==> config.mk <==
export PLATFORM = sky130hd
export DESIGN_NAME = varredura_display
export DESIGN_NICKNAME = d
export VERILOG_FILES = /design/src/rtl/varredura_display.sv
export SDC_FILE = /design/constraint.sdc
export NUM_CORES = 1
export LEC_CHECK = 0
export CORE_MARGIN = 8
export CORE_UTILIZATION = 30
export DETAILED_ROUTE_END_ITERATION = 6
export PLACE_DENSITY = 0.53
export SLEW_MARGIN = 20
export SYNTH_ARGS = -nofsm -noshare
export SYNTH_HDL_FRONTEND = slang
export SYNTH_SLANG_ARGS = --single-unit
==> constraint.sdc <==
create_clock -name clk -period 8.1 [get_ports clk]
set_input_delay 1.62 -clock clk [delete_from_list [all_inputs] [get_ports clk]]
set_output_delay 1.62 -clock clk [all_outputs]
set_load 0.01 [all_outputs]
==> src/rtl/varredura_display.sv <==
// Multiplexed 7-segment scanner: blanking gap before every digit slot,
// double-buffered data swapped only at frame boundaries, optional leading-zero blanking.
module varredura_display #(
    parameter int N_DIG = 4,
    parameter int DIV   = 50000,
    parameter int BLANK = 16
) (
    input  logic                 clk,
    input  logic                 rst_n,
    input  logic [4*N_DIG-1:0]   dados,
    input  logic                 carga,
    input  logic                 apaga_zeros,
    output logic                 pronto,
    output logic [6:0]           segmentos,
    output logic [N_DIG-1:0]     anodo,
    output logic                 fim_quadro
);

    localparam int CW = $clog2(DIV > BLANK ? DIV : BLANK);
    localparam int IW = $clog2(N_DIG);
    localparam logic [CW-1:0] DIV_LAST   = CW'(DIV - 1);
    localparam logic [CW-1:0] BLANK_LAST = CW'(BLANK - 1);
    localparam logic [IW-1:0] IDX_LAST   = IW'(N_DIG - 1);

    typedef enum logic {APAGADO, ATIVO} estado_t;

    estado_t              state_q, state_d;
    logic [CW-1:0]        cnt_q, cnt_d;
    logic [IW-1:0]        idx_q, idx_d;
    logic [4*N_DIG-1:0]   ativo_q, ativo_d;
    logic [4*N_DIG-1:0]   sombra_q, sombra_d;
    logic                 pend_q, pend_d;
    logic                 pronto_q, pronto_d;
    logic                 fim_q, fim_d;
    logic [6:0]           seg_q, seg_d;
    logic [N_DIG-1:0]     anodo_q, anodo_d;
    logic [N_DIG-1:0]     lz;
    logic [3:0]           digito;

    function automatic logic [6:0] decodifica(input logic [3:0] v);
        case (v)
            4'd0:    decodifica = 7'b0000001;
            4'd1:    decodifica = 7'b1001111;
            4'd2:    decodifica = 7'b0010010;
            4'd3:    decodifica = 7'b0000110;
            4'd4:    decodifica = 7'b1001100;
            4'd5:    decodifica = 7'b0100100;
            4'd6:    decodifica = 7'b0100000;
            4'd7:    decodifica = 7'b0001111;
            4'd8:    decodifica = 7'b0000000;
            4'd9:    decodifica = 7'b0001100;
            default: decodifica = 7'b1111110;
        endcase
    endfunction

    // lz[k] = 1 when digit k and every digit above it are zero
    function automatic logic [N_DIG-1:0] zeros_lideres(input logic [4*N_DIG-1:0] d);
        logic run;
        zeros_lideres = '0;
        run = 1'b1;
        for (int unsigned i = 0; i < N_DIG; i++) begin
            run = run & (d[4*(N_DIG-1-i) +: 4] == 4'd0);
            zeros_lideres[N_DIG-1-i] = run;
        end
    endfunction

    always_comb begin
        state_d  = state_q;
        cnt_d    = cnt_q + CW'(1);
        idx_d    = idx_q;
        fim_d    = 1'b0;
        ativo_d  = ativo_q;
        sombra_d = sombra_q;
        pend_d   = pend_q;

        case (state_q)
            APAGADO: if (cnt_q == BLANK_LAST) begin
                state_d = ATIVO;
                cnt_d   = '0;
            end
            ATIVO: if (cnt_q == DIV_LAST) begin
                state_d = APAGADO;
                cnt_d   = '0;
                idx_d   = (idx_q == IDX_LAST) ? '0 : idx_q + IW'(1);
                fim_d   = (idx_q == IDX_LAST);
            end
            default: state_d = APAGADO;
        endcase

        // fim_d marks the boundary cycle; a load there with nothing pending bypasses the shadow
        if (fim_d && pend_q) begin
            ativo_d = sombra_q;
            pend_d  = 1'b0;
        end
        if (carga && pronto_q) begin
            if (fim_d) begin
                ativo_d = dados;
            end else begin
                sombra_d = dados;
                pend_d   = 1'b1;
            end
        end
        pronto_d = !pend_d;

        // Outputs are registered from next-state values so they track state_q exactly
        lz      = zeros_lideres(ativo_d);
        digito  = ativo_d[4*idx_d +: 4];
        anodo_d = '1;
        seg_d   = '1;
        if (state_d == ATIVO) begin
            anodo_d[idx_d] = 1'b0;
            if (!(apaga_zeros && idx_d != '0 && lz[idx_d]))
                seg_d = decodifica(digito);
        end
    end

    always_ff @(posedge clk or negedge rst_n) begin
        if (!rst_n) begin
            state_q  <= APAGADO;
            cnt_q    <= '0;
            idx_q    <= '0;
            ativo_q  <= '0;
            sombra_q <= '0;
            pend_q   <= 1'b0;
            pronto_q <= 1'b1;
            fim_q    <= 1'b0;
            seg_q    <= '1;
            anodo_q  <= '1;
        end else begin
            state_q  <= state_d;
            cnt_q    <= cnt_d;
            idx_q    <= idx_d;
            ativo_q  <= ativo_d;
            sombra_q <= sombra_d;
            pend_q   <= pend_d;
            pronto_q <= pronto_d;
            fim_q    <= fim_d;
            seg_q    <= seg_d;
            anodo_q  <= anodo_d;
        end
    end

    assign pronto     = pronto_q;
    assign segmentos  = seg_q;
    assign anodo      = anodo_q;
    assign fim_quadro = fim_q;

endmodule

==> impl_metrics.prom <==
# TYPE chip_impl_metric gauge
chip_impl_metric{name="setup_total_negative_slack",unit="ps"} 0
chip_impl_metric{name="gr-usage-all-layers",unit="%"} 10.89
chip_impl_metric{name="fin_crit_sh",unit="%"} 59.57
chip_impl_metric{name="synth_top_area_share",unit="%"} 36.91
chip_impl_metric{name="start_util",unit="%"} 30.30
chip_impl_metric{name="antennaDiodeCount",unit=""} 0
chip_impl_metric{name="hpwlAfterDp",unit="um"} 6017
chip_impl_metric{name="detailedRoute.firstPassIterationCount",unit=""} 4
chip_impl_metric{name="die_span_in_y",unit="um"} 125.4
chip_impl_metric{name="fp.dieArea",unit="mm^2"} 0.01574
chip_impl_info{name="reg2reg_to",value="segmentos[3]"} 1
chip_impl_metric{name="synthXorXnorAreaFrac",unit="%"} 3.412
chip_impl_metric{name="final_critical_path_setup_slack",unit="ps"} 3275
chip_impl_info{name="worstSetupEndpointType",value="flop"} 1
chip_impl_metric{name="top_level_ports",unit=""} 33
chip_impl_metric{name="critical_path_arrival",unit="ps"} 5080
chip_impl_metric{name="slew_hr",unit="%"} 45.02
chip_impl_metric{name="finalInstanceArea",unit="mm^2"} 0.004320
chip_impl_metric{name="via_count_of_the_first_global_routing_pass",unit=""} 2668
chip_impl_info{name="crit-reg2reg-launch",value="cnt_q[0]"} 1
chip_impl_metric{name="final.min_clock_period",unit="ps"} 4825
chip_impl_metric{name="post_dr_wirelength_cell",unit="um"} 16.03
chip_impl_metric{name="pwr-share-comb",unit="%"} 10.4
chip_impl_metric{name="insertion_delay",unit="ps"} 330
chip_impl_metric{name="ff2ff_path_depth",unit=""} 14
chip_impl_metric{name="number_of_flops_mapped_to_enable_cells_by_yosys",unit=""} 0
chip_impl_metric{name="syn_std_cell_area",unit="mm^2"} 0.003593
chip_impl_info{name="crit_start",value="carga"} 1
chip_impl_metric{name="fin_nets",unit=""} 393
chip_impl_metric{name="clock_tree.buffer_depth",unit=""} 2
chip_impl_metric{name="post_cts_sizing",unit=""} 0
chip_impl_metric{name="timing.max_cap.violations",unit=""} 0
chip_impl_metric{name="finalHoldViolCount",unit=""} 0
chip_impl_metric{name="share_seq_of_total_power",unit="%"} 43.5
chip_impl_metric{name="clock_power_share",unit="%"} 46.1
chip_impl_metric{name="clock_tree.htree_level_count",unit=""} 3
chip_impl_metric{name="port_buffers",unit=""} 32
chip_impl_metric{name="rows",unit=""} 40
chip_impl_metric{name="die_w",unit="um"} 125.4
chip_impl_metric{name="cts-hold-fix-buffers",unit=""} 0
chip_impl_metric{name="p_leak",unit="uW"} 0.001867
chip_impl_metric{name="synth_cells",unit=""} 332
chip_impl_metric{name="synth.ff_latch_count",unit=""} 65
chip_impl_metric{name="synth.yosys.seq_area_share",unit="%"} 45.68
chip_impl_metric{name="dpl_worst_slack",unit="ps"} 2999
chip_impl_metric{name="worst_pin_slew",unit="ps"} 824.7
chip_impl_metric{name="wire_length_of_the_first_global_routing_pass",unit="um"} 13790
chip_impl_metric{name="synth.yosys.warnings",unit=""} 0
chip_impl_metric{name="switching_share",unit="%"} 23.28
chip_impl_metric{name="power.switching",unit="uW"} 194.4
chip_impl_metric{name="yosys.cell_types.count",unit=""} 64
chip_impl_info{name="status",value="complete, no violations"} 1
chip_impl_info{name="hold_path_end",value="cnt_q[0]"} 1
chip_impl_info{name="clock_tree_from_tritoncts",value="yes"} 1
chip_impl_metric{name="detail_route.iter0.violations",unit=""} 85
chip_impl_metric{name="syn_nets",unit=""} 360
chip_impl_info{name="critPathKind",value="in2reg"} 1
chip_impl_info{name="holdCritStartpoint",value="cnt_q[0]"} 1
chip_impl_info{name="synth.top_cells.by_count",value="53 x sky130_fd_sc_hd__dfrtp_1, 26 x sky130_fd_sc_hd__a21oi_1, 24 x sky130_fd_sc_hd__nor2_1"} 1
chip_impl_metric{name="placed_area",unit="mm^2"} 0.004024
chip_impl_info{name="cts_root_buffer",value="sky130_fd_sc_hd__clkbuf_16"} 1
chip_impl_metric{name="finalMaxSlewViolations",unit=""} 0
chip_impl_metric{name="post_route_cells_drive_above_1_share",unit="%"} 21.35
chip_impl_metric{name="drc_errors",unit=""} 0
chip_impl_metric{name="timing.final.setup_violations",unit=""} 0
chip_impl_metric{name="vdd.ir_drop.worst",unit="mV"} 0.08932
chip_impl_metric{name="worst_clock_skew",unit="ps"} 6.445
chip_impl_metric{name="post_synth_and_or_nand_nor_area_fraction",unit="%"} 18.42
chip_impl_metric{name="fmax",unit="MHz"} 207.3
chip_impl_metric{name="whs_path_depth",unit=""} 1
chip_impl_metric{name="cts_buffers",unit=""} 9
chip_impl_metric{name="syn_to_final_growth",unit="%"} 20.23
chip_impl_info{name="largest_family_of_logic_cells_by_synthesized_area",value="simple AND/OR/NAND/NOR gates"} 1
chip_impl_info{name="yosys.cell_count.top_type",value="sky130_fd_sc_hd__dfrtp_1"} 1
chip_impl_metric{name="dr_total_vias",unit=""} 2613
chip_impl_info{name="synth_top_cell_by_area",value="sky130_fd_sc_hd__dfrtp_1"} 1
chip_impl_info{name="rsz_0062_raised_after_global_routing",value="no"} 1
chip_impl_metric{name="crit_path_max_fanout",unit=""} 13
chip_impl_info{name="synth_ff_type",value="sky130_fd_sc_hd__dfrtp_1"} 1
chip_impl_info{name="synth.top_cells.by_area",value="sky130_fd_sc_hd__dfrtp_1 37%, sky130_fd_sc_hd__dfstp_2 8.8%, sky130_fd_sc_hd__mux2_2 5.3%"} 1
chip_impl_metric{name="pwr_density_cell",unit="mW/mm^2"} 193.2
chip_impl_metric{name="synth-compound-area-share",unit="%"} 15.67
chip_impl_info{name="hold_path.class",value="reg2reg"} 1
chip_impl_metric{name="post_synth_mux_area_share",unit="%"} 10.52
chip_impl_metric{name="gp_congestion",unit=""} 0.7902
chip_impl_metric{name="vias_per_cell",unit=""} 5.054
chip_impl_metric{name="core_area",unit="mm^2"} 0.01186
chip_impl_metric{name="synth.avg_cell_area",unit="um^2"} 10.82
chip_impl_metric{name="drtAntennaViolNets",unit=""} 0
chip_impl_metric{name="total_wire_length",unit="um"} 8286
chip_impl_metric{name="post_cts_buffers",unit=""} 0
chip_impl_metric{name="synth_adder_area_share",unit="%"} 2.786
chip_impl_metric{name="clkTransAtPathRegs",unit="ps"} 50
chip_impl_metric{name="async_flop_share",unit="%"} 100.0
chip_impl_metric{name="critPathRequiredTime",unit="ps"} 8350
chip_impl_metric{name="globalRouteOverflowTotal",unit=""} 0
chip_impl_metric{name="finalCoreUtilization",unit="%"} 36.42
chip_impl_metric{name="grt_max_degree",unit=""} 66
chip_impl_metric{name="cts_sinks",unit=""} 65
chip_impl_metric{name="worst-r2r-setup-slack",unit="ps"} 4060
chip_impl_info{name="critical_path.startpoint_type",value="primary input"} 1
chip_impl_metric{name="antenna_found_initial",unit=""} 0
chip_impl_metric{name="power_report.internal_total",unit="uW"} 640.4
power groups by stage:
stage / Clock, uW / Combinational [uW] / Sequential (uW)
floorplan: 0 / 58.3 / 364
global placement: 0 / 86.9 / 368
detailed placement: 0 / 87.7 / 369
CTS: 395 / 88.3 / 363
global route: 407 / 96.1 / 366
finish: 385 / 86.5 / 363
kinds of logic (layout without fill, tap and decap cells):
logic type | after synthesis | after routing
buf+inv | 23 | 61
mux | 33 | 33
fa+ha+maj | 8 | 8
compound gates | 79 | 79
flops | 65 | 65
simple gates | 110 | 110
xor+xnor | 14 | 14
placed cells by master, fill, tap and decap left out, types with 3 or more instances in the layout:
master and n:
sky130_fd_sc_hd__ha_1 8, sky130_fd_sc_hd__mux2i_1 11, sky130_fd_sc_hd__nand3_1 17, sky130_fd_sc_hd__a21oi_1 26
sky130_fd_sc_hd__nor3_1 4, sky130_fd_sc_hd__dfstp_2 12, sky130_fd_sc_hd__and2_1 5, sky130_fd_sc_hd__and3_1 11
sky130_fd_sc_hd__nand2_1 12, sky130_fd_sc_hd__nor4_1 3, sky130_fd_sc_hd__nand2b_1 6, sky130_fd_sc_hd__a21oi_2 6
sky130_fd_sc_hd__mux2_2 17, sky130_fd_sc_hd__inv_1 9, sky130_fd_sc_hd__nor2_1 24, sky130_fd_sc_hd__dfrtp_1 53
sky130_fd_sc_hd__nand3b_1 8, sky130_fd_sc_hd__nor2b_1 4, sky130_fd_sc_hd__o22ai_1 7, sky130_fd_sc_hd__clkinv_2 4
sky130_fd_sc_hd__o21ai_1 6, sky130_fd_sc_hd__clkbuf_16 9, sky130_fd_sc_hd__xor2_1 7, sky130_fd_sc_hd__o21ai_0 13
sky130_fd_sc_hd__xnor2_1 7, sky130_fd_sc_hd__clkdlybuf4s50_1 31
area by class of cell:
type,instances,area (um^2)
Fill cell,1144,7541
Multi-Input combinational cell,244,1826
Sequential cell,65,1642
Timing Repair Buffer,33,322.8
Clock buffer,10,239.0
Tap cell,147,183.9
Clock inverter,6,57.56
Inverter,12,50.05
state kept, by name (all words and copies together) (netlist names):
register,count
ativo_q,16
segmentos,7
pronto,1
anodo,4
pend_q,1
idx_q,2
state_q,1
cnt_q,16
fim_quadro,1
sombra_q,16
layer usage:
metal,wire (um),track usage [%],up-vias
met3,273,2.040,15
met4,196,5.587,0
met2,3690,16.62,50
li1,-,-,1269
met1,4126,14.38,1279
met5,0,0,-
stage by stage:
stage          std cells  hold slack (ps)  power, uW
5_1_grt              517            493.2      869.4
6_report             517            455.1      834.7
3_3_place_gp         501            439.4      455.1
3_5_place_dp         501            453.4      456.2
4_1_cts              517            460.5      845.8
2_1_floorplan        332            425.1      422.7
worst max-delay path, stage by stage:
cell	delay, ps
sky130_fd_sc_hd__clkdlybuf4s50_1	540
sky130_fd_sc_hd__a21oi_1	190
sky130_fd_sc_hd__nor4_4	620
sky130_fd_sc_hd__a21oi_1	200
sky130_fd_sc_hd__a21oi_1	230
sky130_fd_sc_hd__mux2i_1	120
sky130_fd_sc_hd__mux2i_1	510
sky130_fd_sc_hd__inv_1	180
sky130_fd_sc_hd__ha_1	350
sky130_fd_sc_hd__and2_1	150
sky130_fd_sc_hd__mux2i_1	120
sky130_fd_sc_hd__a31oi_1	90
sky130_fd_sc_hd__o21ai_0	160
how the worst max path moves through the flow:
stage / slack [ps] / end
after floorplan: 4080 / segmentos[3]
after global placement: 3130 / segmentos[3]
after detailed placement: 3000 / segmentos[3]
after CTS: 3320 / segmentos[3]
after global routing: 2870 / segmentos[3]
final: 3280 / segmentos[3]
Power figures use the tool's default switching activity.
